File: src/rtl/al_gpio_bank.sv
// al_gpio_bank: N-channel GPIO bank with synchronised, debounced inputs,
// edge-detect interrupts and a single-cycle req/ack register port.
module al_gpio_bank #(
    parameter int unsigned N         = 16,
    parameter int unsigned DB_CYCLES = 8,
    parameter int unsigned DB_W      = 8
) (
    input  logic         ppm_clk,
    input  logic         rst_n,
    input  logic [N-1:0] gpio_in,
    output logic [N-1:0] gpio_out,
    output logic [N-1:0] gpio_oe_n,
    input  logic         bus_req,
    input  logic         bus_we,
    input  logic [2:0]   bus_addr,
    input  logic [N-1:0] bus_wdata,
    output logic [N-1:0] bus_rdata,
    output logic         bus_ack,
    output logic         irq
);

    localparam logic [2:0] A_DATA_OUT   = 3'd0;
    localparam logic [2:0] A_DIR        = 3'd1;
    localparam logic [2:0] A_DATA_IN    = 3'd2;
    localparam logic [2:0] A_IRQ_EN     = 3'd3;
    localparam logic [2:0] A_IRQ_RISE   = 3'd4;
    localparam logic [2:0] A_IRQ_FALL   = 3'd5;
    localparam logic [2:0] A_IRQ_STATUS = 3'd6;

    // Terminal count of the debounce counter (unused when the filter is bypassed)
    localparam int unsigned DB_LAST = (DB_CYCLES == 0) ? 0 : DB_CYCLES - 1;

    logic [N-1:0]    data_out_q;
    logic [N-1:0]    oe_n_q;
    logic [N-1:0]    irq_en_q;
    logic [N-1:0]    irq_rise_q;
    logic [N-1:0]    irq_fall_q;
    logic [N-1:0]    status_q;
    logic [N-1:0]    sync1_q;
    logic [N-1:0]    sync2_q;
    logic [N-1:0]    stable_q;
    logic [DB_W-1:0] cnt_q [N];
    logic [N-1:0]    rdata_q;
    logic            ack_q;
    logic            irq_q;

    logic            wr_c;
    logic            rd_c;
    logic [N-1:0]    rd_mux_c;
    logic [N-1:0]    stable_d;
    logic [DB_W-1:0] cnt_d [N];
    logic [N-1:0]    set_c;
    logic [N-1:0]    clr_c;
    logic [N-1:0]    status_d;

    assign gpio_out  = data_out_q;
    assign gpio_oe_n = oe_n_q;
    assign bus_rdata = rdata_q;
    assign bus_ack   = ack_q;
    assign irq       = irq_q;

    // Access decode
    always_comb begin
        wr_c = bus_req & bus_we;
        rd_c = bus_req & ~bus_we;
    end

    // Read data selection
    always_comb begin
        rd_mux_c = '0;
        case (bus_addr)
            A_DATA_OUT:   rd_mux_c = data_out_q;
            A_DIR:        rd_mux_c = ~oe_n_q;
            A_DATA_IN:    rd_mux_c = stable_q;
            A_IRQ_EN:     rd_mux_c = irq_en_q;
            A_IRQ_RISE:   rd_mux_c = irq_rise_q;
            A_IRQ_FALL:   rd_mux_c = irq_fall_q;
            A_IRQ_STATUS: rd_mux_c = status_q;
            default:      rd_mux_c = '0;
        endcase
    end

    // Debounce filter next state per channel
    always_comb begin
        stable_d = stable_q;
        for (int i = 0; i < int'(N); i++) begin
            cnt_d[i] = '0;
            if (DB_CYCLES == 0) begin
                stable_d[i] = sync2_q[i];
            end else if (sync2_q[i] != stable_q[i]) begin
                if (cnt_q[i] == DB_W'(DB_LAST)) begin
                    stable_d[i] = sync2_q[i];
                end else begin
                    cnt_d[i] = cnt_q[i] + DB_W'(1);
                end
            end
        end
    end

    // Edge events and W1C; a set on the same edge as a clear wins
    always_comb begin
        set_c    = (stable_d & ~stable_q & irq_rise_q) | (~stable_d & stable_q & irq_fall_q);
        clr_c    = (wr_c && bus_addr == A_IRQ_STATUS) ? bus_wdata : '0;
        status_d = (status_q & ~clr_c) | set_c;
    end

    // Software-writable configuration registers
    always_ff @(posedge ppm_clk or negedge rst_n) begin
        if (!rst_n) begin
            data_out_q <= '0;
            oe_n_q     <= '1;
            irq_en_q   <= '0;
            irq_rise_q <= '0;
            irq_fall_q <= '0;
        end else if (wr_c) begin
            case (bus_addr)
                A_DATA_OUT: data_out_q <= bus_wdata;
                A_DIR:      oe_n_q     <= ~bus_wdata;
                A_IRQ_EN:   irq_en_q   <= bus_wdata;
                A_IRQ_RISE: irq_rise_q <= bus_wdata;
                A_IRQ_FALL: irq_fall_q <= bus_wdata;
                default:    ;
            endcase
        end
    end

    // Input synchroniser, debounce state and interrupt status
    always_ff @(posedge ppm_clk or negedge rst_n) begin
        if (!rst_n) begin
            sync1_q  <= '0;
            sync2_q  <= '0;
            stable_q <= '0;
            status_q <= '0;
            for (int i = 0; i < int'(N); i++) cnt_q[i] <= '0;
        end else begin
            sync1_q  <= gpio_in;
            sync2_q  <= sync1_q;
            stable_q <= stable_d;
            status_q <= status_d;
            for (int i = 0; i < int'(N); i++) cnt_q[i] <= cnt_d[i];
        end
    end

    // Bus response and masked interrupt output
    always_ff @(posedge ppm_clk or negedge rst_n) begin
        if (!rst_n) begin
            ack_q   <= 1'b0;
            rdata_q <= '0;
            irq_q   <= 1'b0;
        end else begin
            ack_q   <= bus_req;
            rdata_q <= rd_c ? rd_mux_c : '0;
            irq_q   <= |(status_q & irq_en_q);
        end
    end

endmodule

File: config.mk
export PLATFORM = sky130hd
export DESIGN_NAME = al_gpio_bank
export DESIGN_NICKNAME = d
export VERILOG_FILES = /design/src/rtl/al_gpio_bank.sv
export SDC_FILE = /design/constraint.sdc
export NUM_CORES = 1
export LEC_CHECK = 0
export ABC_AREA = 1
export CORE_MARGIN = 5
export CORE_UTILIZATION = 59
export CTS_CLUSTER_DIAMETER = 200
export DETAILED_ROUTE_END_ITERATION = 8
export PLACE_DENSITY_LB_ADDON = 0.3
export SLEW_MARGIN = 20
export SYNTH_ARGS = -nofsm -noshare
export SYNTH_HDL_FRONTEND = slang
export SYNTH_SLANG_ARGS = --single-unit
File: constraint.sdc
create_clock -name ppm_clk -period 1.5 [get_ports ppm_clk]
set_clock_uncertainty 0.15 [all_clocks]
set_input_delay 0.225 -clock ppm_clk [delete_from_list [all_inputs] [get_ports ppm_clk]]
set_output_delay 0.225 -clock ppm_clk [all_outputs]
set_load 0.005 [all_outputs]
-- Word level (Yosys, flattened, before mapping)
Index checks and enable logic that the tools add are counted.
- register bits after elaboration: 290
- input bits: 39
- output and inout bits: 50
- logic and storage cells: 173
- $add $sub $neg: 16
- equality and inequality tests: 38
- muxes and demuxes: 67
- bitwise operators: 16
- reductions and logical operators: 8
- operators with widths (kind ; count):
    two-way mux 8 bit ; 32
    adder 8 x 1 -> 8 bit (second input constant) ; 16
    equality test 8 x 3 -> 1 bit (second input constant) ; 16
    case mux 16 bit (7 select lines) ; 1
    AND 16 bit ; 6
    NOT 16 bit ; 5
    two-way mux 1 bit ; 32
    two-way mux 16 bit ; 2
    bitwise OR 16 bit ; 2
    != test 1 bit ; 16
    OR reduction 16 bit ; 1
    AND reduction 2 bit ; 5
    equality test 3 bit (second input constant) ; 3
    equality test 3 x 2 -> 1 bit (second input constant) ; 2
    equality test 3 x 1 -> 1 bit (second input constant) ; 1
    zero test 3 bit ; 1
    AND 1 bit ; 2
    logical AND 1 bit ; 1
    NOT 1 bit ; 1

-- Logic depth before layout (Yosys ltp)
Gate-level depths: netlist of the first run.
- depth after elaboration: 8
- gate-level depth with buffers: 8
- gate-level depth less buffers: 8

-- Worst setup path after synthesis of the first run
OpenSTA, ideal clock, no wires.
- kind: register to register
- start point: register cnt_q[120] (netlist name)
- end point: register cnt_q[126] (netlist name)
- setup time: 118 ps
- arrival time: 1096 ps
- data required time: 1232 ps
- path slack: 135 ps
- cell stages (with the launch flop): 9
- buffers on the path: 0
- cell sequence: dfrtp_1 > ha_1 > nand2_1 > inv_1 > nand2_1 > nor2_1 > nor2_1 > inv_1 > nor2_1
- RTL lines (item ; line ; source):
    from (decl) ; 42 ; logic [DB_W-1:0] cnt_q [N];

-- Worst setup path after layout of the first run
- start point: register oe_n_q[1] (netlist: gpio_oe_n[1])
- end point: output gpio_oe_n[1]
- RTL lines (item ; line ; source):
    from (decl) ; 34 ; logic [N-1:0] oe_n_q;
    from (signal assigned) ; 118 ; A_DIR: oe_n_q <= ~bus_wdata;
    to (decl) ; 12 ; output logic [N-1:0] gpio_oe_n,
No word-level cell between the ends.

==> results of run 1 <==
-- logic make-up after synthesis --
| family | count (synthesis) | synth area share |
|---|---|---|
| buf+inv | 190 | 0.0596 |
| flops | 290 | 0.560 |
| simple gates | 810 | 0.274 |
| xor+xnor | 39 | 0.0263 |
| compound gates | 165 | 0.0644 |
| fa+ha+maj | 16 | 0.0154 |
-- metrics by stage --
| stage | std cells | cell area, sq um | worst slack (ps) | util | total power, mW |
|---|---|---|---|---|---|
| 2_1_floorplan | 1510 | 13000 | 135 | - | 12.0 |
| 3_3_place_gp | 1915 | 14800 | -326 | 0.678 | 13.6 |
| 3_5_place_dp | 1915 | 14800 | -394 | 0.678 | 13.8 |
| 4_1_cts | 2017 | 16000 | -118 | 0.734 | 21.6 |
| 5_1_grt | 2022 | 16100 | -131 | 0.741 | 22.8 |
| 6_report | 2022 | 16100 | -118 | 0.741 | 21.7 |
-- how the worst min path moves through the flow --
| stage | endpoint | slack (ps) | depth (start not counted) |
|---|---|---|---|
| 6_report | bus_ack | 40 | 1 |
| 5_1_grt | bus_ack | 30 | 1 |
| 4_1_cts | bus_ack | 20 | 1 |
| 3_5_place_dp | cnt_q[78] | -50 | 1 |
| 3_3_place_gp | cnt_q[78] | -60 | 1 |
| 2_1_floorplan | bus_ack | -220 | 0 |
-- layout by cell type (no fill, tap or decap), types with 6 or more instances in the layout --
cell type	netlist	routed
nor2_1	297	285
dfrtp_1	274	273
nand2_1	254	249
inv_1	141	139
nand3_1	120	120
o21ai_0	108	105
buf_4	8	104
nand4_1	82	82
a21oi_1	47	47
buf_2	16	41
xor2_1	38	38
clkdlybuf4s50_1	0	35
clkbuf_16	0	31
nor3_1	31	26
nor3b_1	19	19
dlygate4sd3_1	0	18
dfstp_2	16	16
ha_1	16	14
buf_12	0	13
nor2_2	0	12
clkbuf_8	0	10
buf_6	1	10
clkinv_2	0	8
nand2_2	1	6
-- power by group --
part	internal, mW	total, mW	switching [mW]
combinational	1.73	3.92	2.19
clock	4.59	7.61	3.01
sequential	9.11	10.1	1.03
-- what timing repair did --
action / in CTS / in global routing
buffers inserted: 28 / 5
hold endpoints to repair: 306 / 0
endpoints found under the setup margin: 54 / 114
pin swaps: 0 / 2
hold buffers: 18 / 0
gates resized for setup: 206 / 38
-- area by class of cell --
| class | count | area [sq um] |
|---|---|---|
| inverter | 144 | 543 |
| timing repair buffer | 222 | 1890 |
| clock buffer | 45 | 928 |
| tap | 280 | 350 |
| clock inverter | 11 | 108 |
| multi-input combinational | 1030 | 5030 |
| fill | 1518 | 5620 |
| sequential | 290 | 7280 |
-- per-layer routing --
| metal | vias to the layer above | track usage |
|---|---|---|
| met2 | 387 | 0.456 |
| met5 | - | 0 |
| met4 | 0 | 0.0820 |
| met3 | 94 | 0.0432 |
| met1 | 5387 | 0.341 |
| li1 | 5368 | - |
==> impl_metrics.toml, run 1 <==
[status]
status = "finished with violations"
violations = "negative setup slack"

[drt]
drcViolationCount = 0
vias_per_cell = 5.56
wl_mm = 32.4
num_vias = 11200
wl_met2_mm = 16.1
ant_nets = 0
met3_length_mm = 2.10
m1WireLength_mm = 13.1
wl_per_cell_um = 16.0
highest_layer = "met4"
dr.pass1.iters = 5
drt-initial-drc-count = 814

[synth]
synth_top_area_frac = 0.528
ys_top_cells_by_area = "dfrtp_1 53%, nor2_1 8.6%, nand2_1 7.3%"
yosys_register_bits = 290
synth_cell_types = 30
synth_cells = 1510
async_flop_share = 1.00
avgSynthCellArea_sq_um = 8.60
syn_area_sq_um = 13000
yosysWarnings = 0
synth_flop_cell = "dfrtp_1"
synth_edf_count = 0
syn-num-nets = 1565
yosysSeqAreaShare = 0.560
synthTopCellsByCount = "297 x nor2_1, 274 x dfrtp_1, 254 x nand2_1"
synth.most_common_cell = "nor2_1"
synth_top_area_cell = "dfrtp_1"

[sta]
finalSetupViolCount = 17
final.setup.tns_ps = -992
timing.hold.ws_ps = 35.3
worst_slack_ps = -118
rsz0062_at_grt = "true"
max_clock_freq_ghz = 0.618
fin_crit_sh = 1.08
drv_slew = 0
worst_pin_slew_ps = 434
final-hold-violation-count = 0
slew_headroom = 0.709
min_period_ps = 1620

[placement]
gp_congestion = 0.889
portBuffers = 88
dp_hpwl_mm = 22.4

[clock_tree]
cts-root-buf = "clkbuf_16"
cts_tree = "built"
numCtsBuffers = 30
clkSinkCount = 290
worstSkewPairLatency_ps = 550
cts.reportedPaths.clkPinSlew_ps = 60
clockBufferDepth = 3
cts_max_level = 1

[critical_path]
cp-end-kind = "output port"
crit_path_max_fanout = 2
r2r_cells = 6
critPathKind = "register to output port"
path_buf_inv = 1
worstSetupStartpoint = "gpio_oe_n[1]"
crit_family = "flip-flops"
cp.depth = 1
rrSetupSlack_ps = -30
cp-endpoint = "gpio_oe_n[1]"
arrival_ps = 1240
crit_chain = "buf_6"
slowest_delay_ps = 580
worstReg2RegStart = "cnt_q[64]"
crit_required_ps = 1120
worst_setup_path_start_kind = "register"
slowest_stage = "dfstp_2"
worstReg2RegEnd = "stable_q[7]"

[floorplanning]
ios = 89
num_rows = 54
fp.dieW_um = 158
die_height_um = 158
core_area_sq_um = 21800
start_util = 0.597
fp.dieArea_sq_um = 25100

[grt]
antenna_found_initial = 0
grt_pass1_wl_mm = 54.0
grt_pass1_vias = 11400
grt_max_degree = 38
grt-ovfl-total = 0
grt_use_total = 0.263

[power_and_ir_drop]
power_density_nw_per_um2 = 1340
peakVddDrop_v = 0.00101
power_leakage_nw = 7.76

[hold_path]
worstHoldStart = "bus_req"
hp-class = "primary input to register"

[layout]
layout-drive-gt1-share = 0.158
largest_reg_flops = 128
nets = 1773
top_register = "cnt_q"
area_growth_pct = 24.2
antenna_cells = 0

[run]
cap_violations = 0
Power figures use the tool's default switching activity.
==> inputs of run 2 (changes only) <==
--- a/config.mk
+++ b/config.mk
@@ -7,7 +7,7 @@
 export LEC_CHECK = 0
 export ABC_AREA = 1
 export CORE_MARGIN = 5
-export CORE_UTILIZATION = 59
+export CORE_UTILIZATION = 30
 export CTS_CLUSTER_DIAMETER = 200
 export DETAILED_ROUTE_END_ITERATION = 8
 export PLACE_DENSITY_LB_ADDON = 0.3
==> impl_metrics.toml, run 2 (same netlist as run 1, synthesis figures left out) <==
[layout]
top_register = "cnt_q"
layout-drive-gt1-share = 0.155
largest_reg_flops = 128
area_growth_pct = 28.1
nets = 1778
utilization = 0.387
multi_input_area_sq_um = 5010
fillers = 4415
antenna_cells = 0
seqCellArea_sq_um = 7280
final_cell_area_sq_um = 16600
final_common_cell = "nor2_1"
instances_no_fill = 2332
layout_common_cells = "285 x nor2_1, 273 x dfrtp_1, 252 x nand2_1, 141 x inv_1, 120 x nand3_1"

[drt]
ant_nets = 0
vias_per_cell = 4.62
wl_mm = 33.7
drcViolationCount = 0
wl_per_cell_um = 14.5
drt-initial-drc-count = 617
num_vias = 10800
dr.pass1.iters = 5

[clock_tree]
cts.reportedPaths.clkPinSlew_ps = 60
cts_max_level = 2
numCtsBuffers = 34
cts-root-buf = "clkbuf_16"
worstSkewPairLatency_ps = 520
clockBufferDepth = 3
cts_tree = "built"
clkSinkCount = 290

[sta]
worst_pin_slew_ps = 416
final-hold-violation-count = 0
finalSetupViolCount = 17
slew_headroom = 0.723
fin_crit_sh = 1.05
min_period_ps = 1580
timing.hold.ws_ps = 17.4
final.setup.tns_ps = -442
rsz0062_at_grt = "true"
drv_slew = 0
worst_slack_ps = -76.5
max_clock_freq_ghz = 0.634

[grt]
grt_pass1_wl_mm = 55.7
grt_pass1_vias = 10700
grt-ovfl-total = 0
grt_max_degree = 42
grt_use_total = 0.144
antenna_found_initial = 1

[status]
violations = "negative setup slack"
status = "finished with violations"

[critical_path]
r2r_cells = 8
worst_setup_path_start_kind = "register"
arrival_ps = 1200
crit_required_ps = 1120
crit_family = "flip-flops"
worstSetupStartpoint = "gpio_oe_n[2]"
cp.depth = 1
worstReg2RegStart = "cnt_q[120]"
critPathKind = "register to output port"
slowest_stage = "dfstp_2"
slowest_delay_ps = 560
crit_chain = "buf_2"
path_buf_inv = 1
worstReg2RegEnd = "stable_q[0]"
rrSetupSlack_ps = 80
cp-end-kind = "output port"
crit_path_max_fanout = 2
cp-endpoint = "gpio_oe_n[2]"

[power_and_ir_drop]
peakVddDrop_v = 0.000756
power_mw = 22.3
power_leakage_nw = 7.83
power_density_nw_per_um2 = 1340

[floorplanning]
num_rows = 76
fp.dieArea_sq_um = 47500
start_util = 0.302
die_height_um = 218
core_area_sq_um = 43000
ios = 89
fp.dieW_um = 218

[placement]
dpl.cell_count = 2231
place_ws_ps = -422
dpl_cell_area_sq_um = 15300
gp_congestion = 0.835
portBuffers = 88
dp_hpwl_mm = 24.3

[hold_path]
hp-class = "primary input to register"

[run]
cap_violations = 0
run 2: cell count changes in the layout (fill, tap and decap cells not counted), moves of 2 or more:
cell,previous run,this run
clkbuf_16,31,37
clkbuf_1,4,9
clkbuf_8,10,5
buf_12,13,16
nand2_1,249,252
nand2_2,6,3
clkinv_2,8,6
dlygate4sd3_1,18,16
inv_1,139,141
inv_2,4,2
o21ai_1,4,2
run 2: cell type report:
class	count	area share
sequential	290	0.437
multi-input combinational	1030	0.301
inverter	144	0.0326
timing repair buffer	223	0.117
clock buffer	51	0.0618
tap	585	0.0440
clock inverter	9	0.00587
run 2: how the worst min path moves through the flow:
stage / from / cells past startpoint / slack [ps] / end
2_1_floorplan: rst_n / 0 / -220 / bus_ack
3_3_place_gp: rst_n / 1 / -30 / cnt_q[61]
3_5_place_dp: rst_n / 1 / -20 / cnt_q[61]
4_1_cts: gpio_in[1] / 1 / 3 / sync1_q[1]
5_1_grt: gpio_in[1] / 1 / 20 / sync1_q[1]
6_report: gpio_in[1] / 1 / 20 / sync1_q[1]
run 2: routing by layer:
layer  up-vias  GRT usage  part of all wire
li1       5362          -                 -
met1      5148      0.198              0.47
met2       214      0.229              0.46
met3        47     0.0272             0.048
met4         2     0.0467             0.025
met5         -          0           0.00021
run 2: power by group:
group          leakage (nW)  total, mW  internal [mW]  switching (mW)
clock                 0.554       8.31           5.08            3.23
sequential             3.73       10.1           9.11           0.966
combinational          3.55       3.88           1.72            2.15
run 2: what timing repair did:
action / CTS / global route
hold buffers: 16 / 0
gates resized for setup: 205 / 28
setup buffers: 25 / 0
setup endpoints to repair: 51 / 51
endpoints found under the hold margin: 303 / 0
